[config.mk]
export PLATFORM = sky130hd
export DESIGN_NAME = inst_prefetch_buffer_flat
export DESIGN_NICKNAME = d
export VERILOG_FILES = /design/src/rtl/inst_prefetch_if.sv /design/src/rtl/inst_prefetch_buffer.sv /design/src/flat_wrapper.sv
export SDC_FILE = /design/constraint.sdc
export NUM_CORES = 1
export LEC_CHECK = 0
export CORE_UTILIZATION = 55
export CTS_BUF_LIST = sky130_fd_sc_hd__clkbuf_2
export DETAILED_ROUTE_END_ITERATION = 10
export GPL_TIMING_DRIVEN = 0
export PLACE_DENSITY = 0.8
export SLEW_MARGIN = 20
export SYNTH_ARGS = -nofsm -noshare
export SYNTH_HDL_FRONTEND = slang
export SYNTH_SLANG_ARGS = --single-unit
[constraint.sdc]
create_clock -name clk -period 5 [get_ports clk]
set_input_delay 0.75 -clock clk [delete_from_list [all_inputs] [get_ports clk]]
set_output_delay 0.75 -clock clk [all_outputs]
set_load 0.05 [all_outputs]
[src/rtl/inst_prefetch_if.sv]
// Bundle of the fetch-side and memory-side signals of the instruction prefetch buffer.
// The master modport is the buffer. The slave modport is the CPU/memory environment.
interface inst_prefetch_if #(
  parameter int DEPTH = 4
);
  localparam int LW = $clog2(DEPTH + 1);

  logic          redirect;
  logic [31:0]   redirect_pc;
  logic          mem_req;
  logic [31:0]   mem_addr;
  logic          mem_ack;
  logic [31:0]   mem_rdata;
  logic          inst_valid;
  logic [31:0]   inst;
  logic [31:0]   inst_pc;
  logic          inst_ready;
  logic [LW-1:0] level;

  modport master (
    input  redirect, redirect_pc, mem_ack, mem_rdata, inst_ready,
    output mem_req, mem_addr, inst_valid, inst, inst_pc, level
  );

  modport slave (
    output redirect, redirect_pc, mem_ack, mem_rdata, inst_ready,
    input  mem_req, mem_addr, inst_valid, inst, inst_pc, level
  );
endinterface

[src/rtl/inst_prefetch_buffer.sv]
// Sequential instruction prefetcher: one outstanding memory read, a small PC+word FIFO,
// and a flush/restart path for branch redirects.
module inst_prefetch_buffer #(
  parameter int          DEPTH    = 4,
  parameter logic [31:0] RESET_PC = 32'h0000_0000
) (
  input  logic              clk,
  input  logic              rst,
  inst_prefetch_if.master   bus,
  output logic [1:0]        state_dbg
);
   localparam int LW = $clog2(DEPTH + 1);
   localparam int PW = $clog2(DEPTH);
   localparam logic [LW:0] DEPTH_W = (LW + 1)'(DEPTH);

   typedef enum logic [1:0] {IDLE = 2'd0, WAIT = 2'd1, DROP = 2'd2} state_t;

   // Handshakes: a memory word transfers on mem_req & mem_ack (mem_addr held while mem_req);
   // the head instruction transfers on inst_valid & inst_ready & ~redirect.
   state_t        state_q, state_n;
   logic [31:0]   fetch_pc_q, fetch_pc_n;
   logic [31:0]   req_addr_q, req_addr_n;
   logic [LW-1:0] level_q;
   logic [PW-1:0] rd_ptr_q, wr_ptr_q;
   logic [31:0]   pc_mem   [DEPTH];
   logic [31:0]   data_mem [DEPTH];

   logic          pop, push, ack;
   logic [LW:0]   cnt_p;
   logic [31:0]   target;

   assign pop    = (level_q != '0) & bus.inst_ready & ~bus.redirect;
   assign cnt_p  = {1'b0, level_q} - (LW + 1)'(pop);
   assign ack    = bus.mem_ack & (state_q != IDLE);
   assign target = bus.redirect_pc & ~32'h3;

   always_ff @(posedge clk) begin
      if (rst) begin
         state_q    <= IDLE;
         fetch_pc_q <= RESET_PC;
         req_addr_q <= RESET_PC;
      end else begin
         state_q    <= state_n;
         fetch_pc_q <= fetch_pc_n;
         req_addr_q <= req_addr_n;
      end
   end

   always_comb begin
      state_n    = state_q;
      fetch_pc_n = fetch_pc_q;
      req_addr_n = req_addr_q;
      push       = 1'b0;
      case (state_q)
         IDLE: begin
            if (bus.redirect) begin
               fetch_pc_n = target;
            end else if (cnt_p < DEPTH_W) begin
               state_n    = WAIT;
               req_addr_n = fetch_pc_q;
               fetch_pc_n = fetch_pc_q + 32'd4;
            end
         end
         WAIT: begin
            if (bus.redirect) begin
               // The request cannot be withdrawn; without its ack we must absorb it in DROP.
               fetch_pc_n = target;
               state_n    = ack ? IDLE : DROP;
            end else if (ack) begin
               push = 1'b1;
               if (cnt_p + (LW + 1)'(1) < DEPTH_W) begin
                  req_addr_n = fetch_pc_q;
                  fetch_pc_n = fetch_pc_q + 32'd4;
               end else begin
                  state_n = IDLE;
               end
            end
         end
         DROP: begin
            if (bus.redirect) fetch_pc_n = target;
            if (ack) state_n = IDLE;
         end
         default: state_n = IDLE;
      endcase
   end

   always_comb begin
      bus.mem_req    = (state_q != IDLE);
      bus.mem_addr   = req_addr_q;
      bus.inst_valid = (level_q != '0);
      bus.inst       = data_mem[rd_ptr_q];
      bus.inst_pc    = pc_mem[rd_ptr_q];
      bus.level      = level_q;
      state_dbg      = state_q;
   end

   // Redirect flushes in every state and overrides any same-cycle push or pop.
   always_ff @(posedge clk) begin
      if (rst || bus.redirect) begin
         level_q  <= '0;
         rd_ptr_q <= '0;
         wr_ptr_q <= '0;
      end else begin
         if (push) wr_ptr_q <= wr_ptr_q + PW'(1);
         if (pop)  rd_ptr_q <= rd_ptr_q + PW'(1);
         level_q <= level_q + LW'(push) - LW'(pop);
      end
   end

   always_ff @(posedge clk) begin
      if (push && !rst && !bus.redirect) begin
         pc_mem[wr_ptr_q]   <= req_addr_q;
         data_mem[wr_ptr_q] <= bus.mem_rdata;
      end
   end
endmodule
[src/flat_wrapper.sv]
// flat-port wrapper written by rule: the top's interface ports become plain ports
module inst_prefetch_buffer_flat 
#(
  parameter int          DEPTH    = 4,
  parameter logic [31:0] RESET_PC = 32'h0000_0000
)
  (clk, rst, state_dbg, bus_redirect, bus_redirect_pc, bus_mem_ack, bus_mem_rdata, bus_inst_ready, bus_mem_req, bus_mem_addr, bus_inst_valid, bus_inst, bus_inst_pc, bus_level);
  inst_prefetch_if #(.DEPTH(DEPTH)) bus_i ();
  input  logic clk;
  input  logic rst;
  output logic [1:0] state_dbg;
  input wire logic [$bits(bus_i.redirect)-1:0] bus_redirect;
  input wire logic [$bits(bus_i.redirect_pc)-1:0] bus_redirect_pc;
  input wire logic [$bits(bus_i.mem_ack)-1:0] bus_mem_ack;
  input wire logic [$bits(bus_i.mem_rdata)-1:0] bus_mem_rdata;
  input wire logic [$bits(bus_i.inst_ready)-1:0] bus_inst_ready;
  output wire logic [$bits(bus_i.mem_req)-1:0] bus_mem_req;
  output wire logic [$bits(bus_i.mem_addr)-1:0] bus_mem_addr;
  output wire logic [$bits(bus_i.inst_valid)-1:0] bus_inst_valid;
  output wire logic [$bits(bus_i.inst)-1:0] bus_inst;
  output wire logic [$bits(bus_i.inst_pc)-1:0] bus_inst_pc;
  output wire logic [$bits(bus_i.level)-1:0] bus_level;
  assign bus_i.redirect = bus_redirect;
  assign bus_i.redirect_pc = bus_redirect_pc;
  assign bus_i.mem_ack = bus_mem_ack;
  assign bus_i.mem_rdata = bus_mem_rdata;
  assign bus_i.inst_ready = bus_inst_ready;
  assign bus_mem_req = bus_i.mem_req;
  assign bus_mem_addr = bus_i.mem_addr;
  assign bus_inst_valid = bus_i.inst_valid;
  assign bus_inst = bus_i.inst;
  assign bus_inst_pc = bus_i.inst_pc;
  assign bus_level = bus_i.level;
  inst_prefetch_buffer #(.DEPTH(DEPTH), .RESET_PC(RESET_PC)) u_core (.clk(clk), .rst(rst), .bus(bus_i), .state_dbg(state_dbg));
endmodule
==> reports/results.ini <==
[timing]
rsz0062_at_grt = no
worst_pin_slew_ns = 1.09
setup_slack_ns = 0.591
finalHoldViolCount = 0
post-route-period-util_pct = 88.2
clock_skew_ns = 0.0412
maxSlewHeadroom_pct = 27.0
max_freq_mhz = 227
maxSlewViolCount = 0
setup_viol = 0
fin_crit_ns = 4.41

[status]
status = complete, no violations

[logic_synthesis]
synth-edff-count = 248
ys_types = 58
synth.largest_area_cell = edfxtp_1
ys_seq_area_share_pct = 70.4
yosysWarnings = 0
synth_area_sq_mm = 0.0126
avgSynthCellArea_sq_um = 15.8
ys_async_sr_fraction_pct = 0
synthTopCellsByCount = edfxtp_1, nand2_1, dfxtp_1
netlist_top_cells_area = edfxtp_1, dfxtp_1, mux4_2
synth_seq_cells = 319
netlist.area_leader.share_pct = 59.1
synthCells = 799
synth_ff_type = edfxtp_1
yosysMostFrequentCell = edfxtp_1

[critical_path]
cp.buffers_inverters = 3
crit_chain = clkbuf_1, buf_1, mux4_2, clkdlybuf4s50_1
start_kind = flip-flop
r2r_cells = 11
arrival_ns = 3.66
critPathTopFamily = buffers and inverters
critPathRequiredTime_ns = 4.25
cp_num_cells = 4
worstSetupPathType = flip-flop to output pin
worst_path_max_delay_cell = clkdlybuf4s50_1
max_stage_delay_ns = 0.73
end_kind = output pin
crit_path_max_fanout = 10

[cts]
cts_root_buf = clkbuf_2
cts_max_path_buffers = 3
post-cts-setup-buffer-count = 0
clock-sinks = 319
cts_buffers = 79
path_clk_slew_ns = 0.10
clk_latency_ns = 0.83
cts_tree = yes
htreeDepth = 3
cts_resized = 0
holdBufCountCts = 0

[die]
ios = 172
initial_utilization_pct = 55.8
dieWidth_um = 153
die_y_um = 153
core_sq_mm = 0.0226
dieArea_sq_mm = 0.0235
num_rows = 55

[finish]
drive_above_1_share_pct = 20.5
nets = 1133
nFillCells = 1607
syn_to_final_growth_pct = 22.9

[grt]
grt_pass1_wl_mm = 41.6
overflow = 0
grt_start_max_net_pins = 43
grt_use_total_pct = 23.0
antenna_found_initial = 2
grt_pass1_vias = 7901

[drt]
first_iter_violations = 581
dr.pass1.iters = 8
ant_nets = 0
num_vias = 7931
post_drt_wl_per_cell_um = 18.8
drcViolationCount = 0
vias_per_cell = 5.67
routed_wl_mm = 26.4

[power]
p_leak_nw = 5.21
ir_drop_mv = 0.123
fin_total_pwr_mw = 4.97
power_density_mw_per_mm2 = 321

[worst_hold_path]
hp-class = flip-flop to flip-flop
min_path_cells = 2

[run]
max_cap_viol_count = 0

[placement]
hpwl_mm = 17.2
numPortBuffers = 165
place_congestion = 0.922
detailedPlace.worstSlack_ns = 0.450

## kinds of logic (layout without fill, tap and decap cells)
family | Yosys count | count (layout) | synth area share, %
compound gates | 122 | 122 | 5.87
fa+ha+maj | 12 | 12 | 1.25
flops | 319 | 319 | 70.4
mux | 68 | 68 | 11.6
xor+xnor | 5 | 5 | 0.347
buf+inv | 64 | 372 | 2.17
simple gates | 208 | 208 | 8.43
other cells | 1 | 7 | 0.0297
## worst reg2reg max path, cell delays in order (launching register included)
cell	delay, ns
dfxtp_1	0.35
or3_1	0.39
and3b_1	0.25
ha_1	0.27
inv_1	0.07
ha_1	0.21
nor2b_1	0.15
o21a_4	0.21
o31ai_2	0.75
clkbuf_1	0.47
nand3_1	0.22
a31oi_1	0.18
## worst paths after layout
check | slack (ns) | start | end
min | 0.49 | u_core.fetch_pc_q[10] | u_core.bus.mem_addr[10]
max | 0.59 | flip-flop | bus_inst_pc[4]
max reg2reg | 1.38 | u_core.bus.level[2] | u_core.fetch_pc_q[25]
min reg2reg | 0.49 | u_core.fetch_pc_q[10] | u_core.bus.mem_addr[10]
## cell usage in the layout, fill, tap and decap left out, drive strengths merged, types with 11 or more instances in the layout
cell type	instances
a21oi	57
and2	14
buf	22
clkbuf	156
clkdlybuf4s50	165
clkinv	12
dfxtp	71
edfxtp	248
ha	11
inv	14
mux4	62
nand2	84
nand3	22
nor2	20
o21ai	25
## layer usage
metal	GRT usage, %	vias up	part of all wire (%)	wire length [um]
met5	0	-	0	0
met4	7.62	0	1.3	335
met3	5.93	44	7.9	2080
met2	37.1	367	49	12800
met1	30.8	3847	42	11100
li1	-	3673	-	-
## report_power, final
group,switching (mW),internal (mW)
Sequential,0.0460,2.88
Combinational,0.186,0.129
Clock,0.972,0.754
Total,1.20,3.76
## layout make-up
cell class	instances	area [sq um]	area share, %
Buffer	50	221	1.43
Antenna cell	3	7.51	0.0485
Tap cell	285	357	2.30
Inverter	14	52.6	0.339
Sequential cell	319	8870	57.3
Clock buffer	124	621	4.01
Clock inverter	15	121	0.784
Timing Repair Buffer	169	1750	11.3
Multi-Input combinational cell	419	3490	22.6
## flip-flops by register name (all words and copies together) (netlist names), named ones only
register and count:
u_core.wr_ptr_q 2, u_core.fetch_pc_q 30, u_core.state_dbg 2, u_core.rd_ptr_q 2, u_core.bus.level 3, u_core.bus.mem_addr 30
u_core.pc_mem 120, u_core.data_mem 128
## through the flow
| stage | setup TNS, ns | std cells | hold WS [ns] | cell area, sq um | util, % |
|---|---|---|---|---|---|
| after floorplan | 0 | 802 | 0.445 | 12600 | - |
| after global placement | -54.44 | 1252 | 0.468 | 14600 | 64.8 |
| after detailed placement | 0 | 1256 | 0.480 | 14700 | 65.3 |
| after CTS | 0 | 1395 | 0.455 | 15500 | 68.6 |
| after global routing | 0 | 1398 | 0.441 | 15500 | 68.6 |
| final | 0 | 1398 | 0.492 | 15500 | 68.6 |
Power figures use the tool's default switching activity.
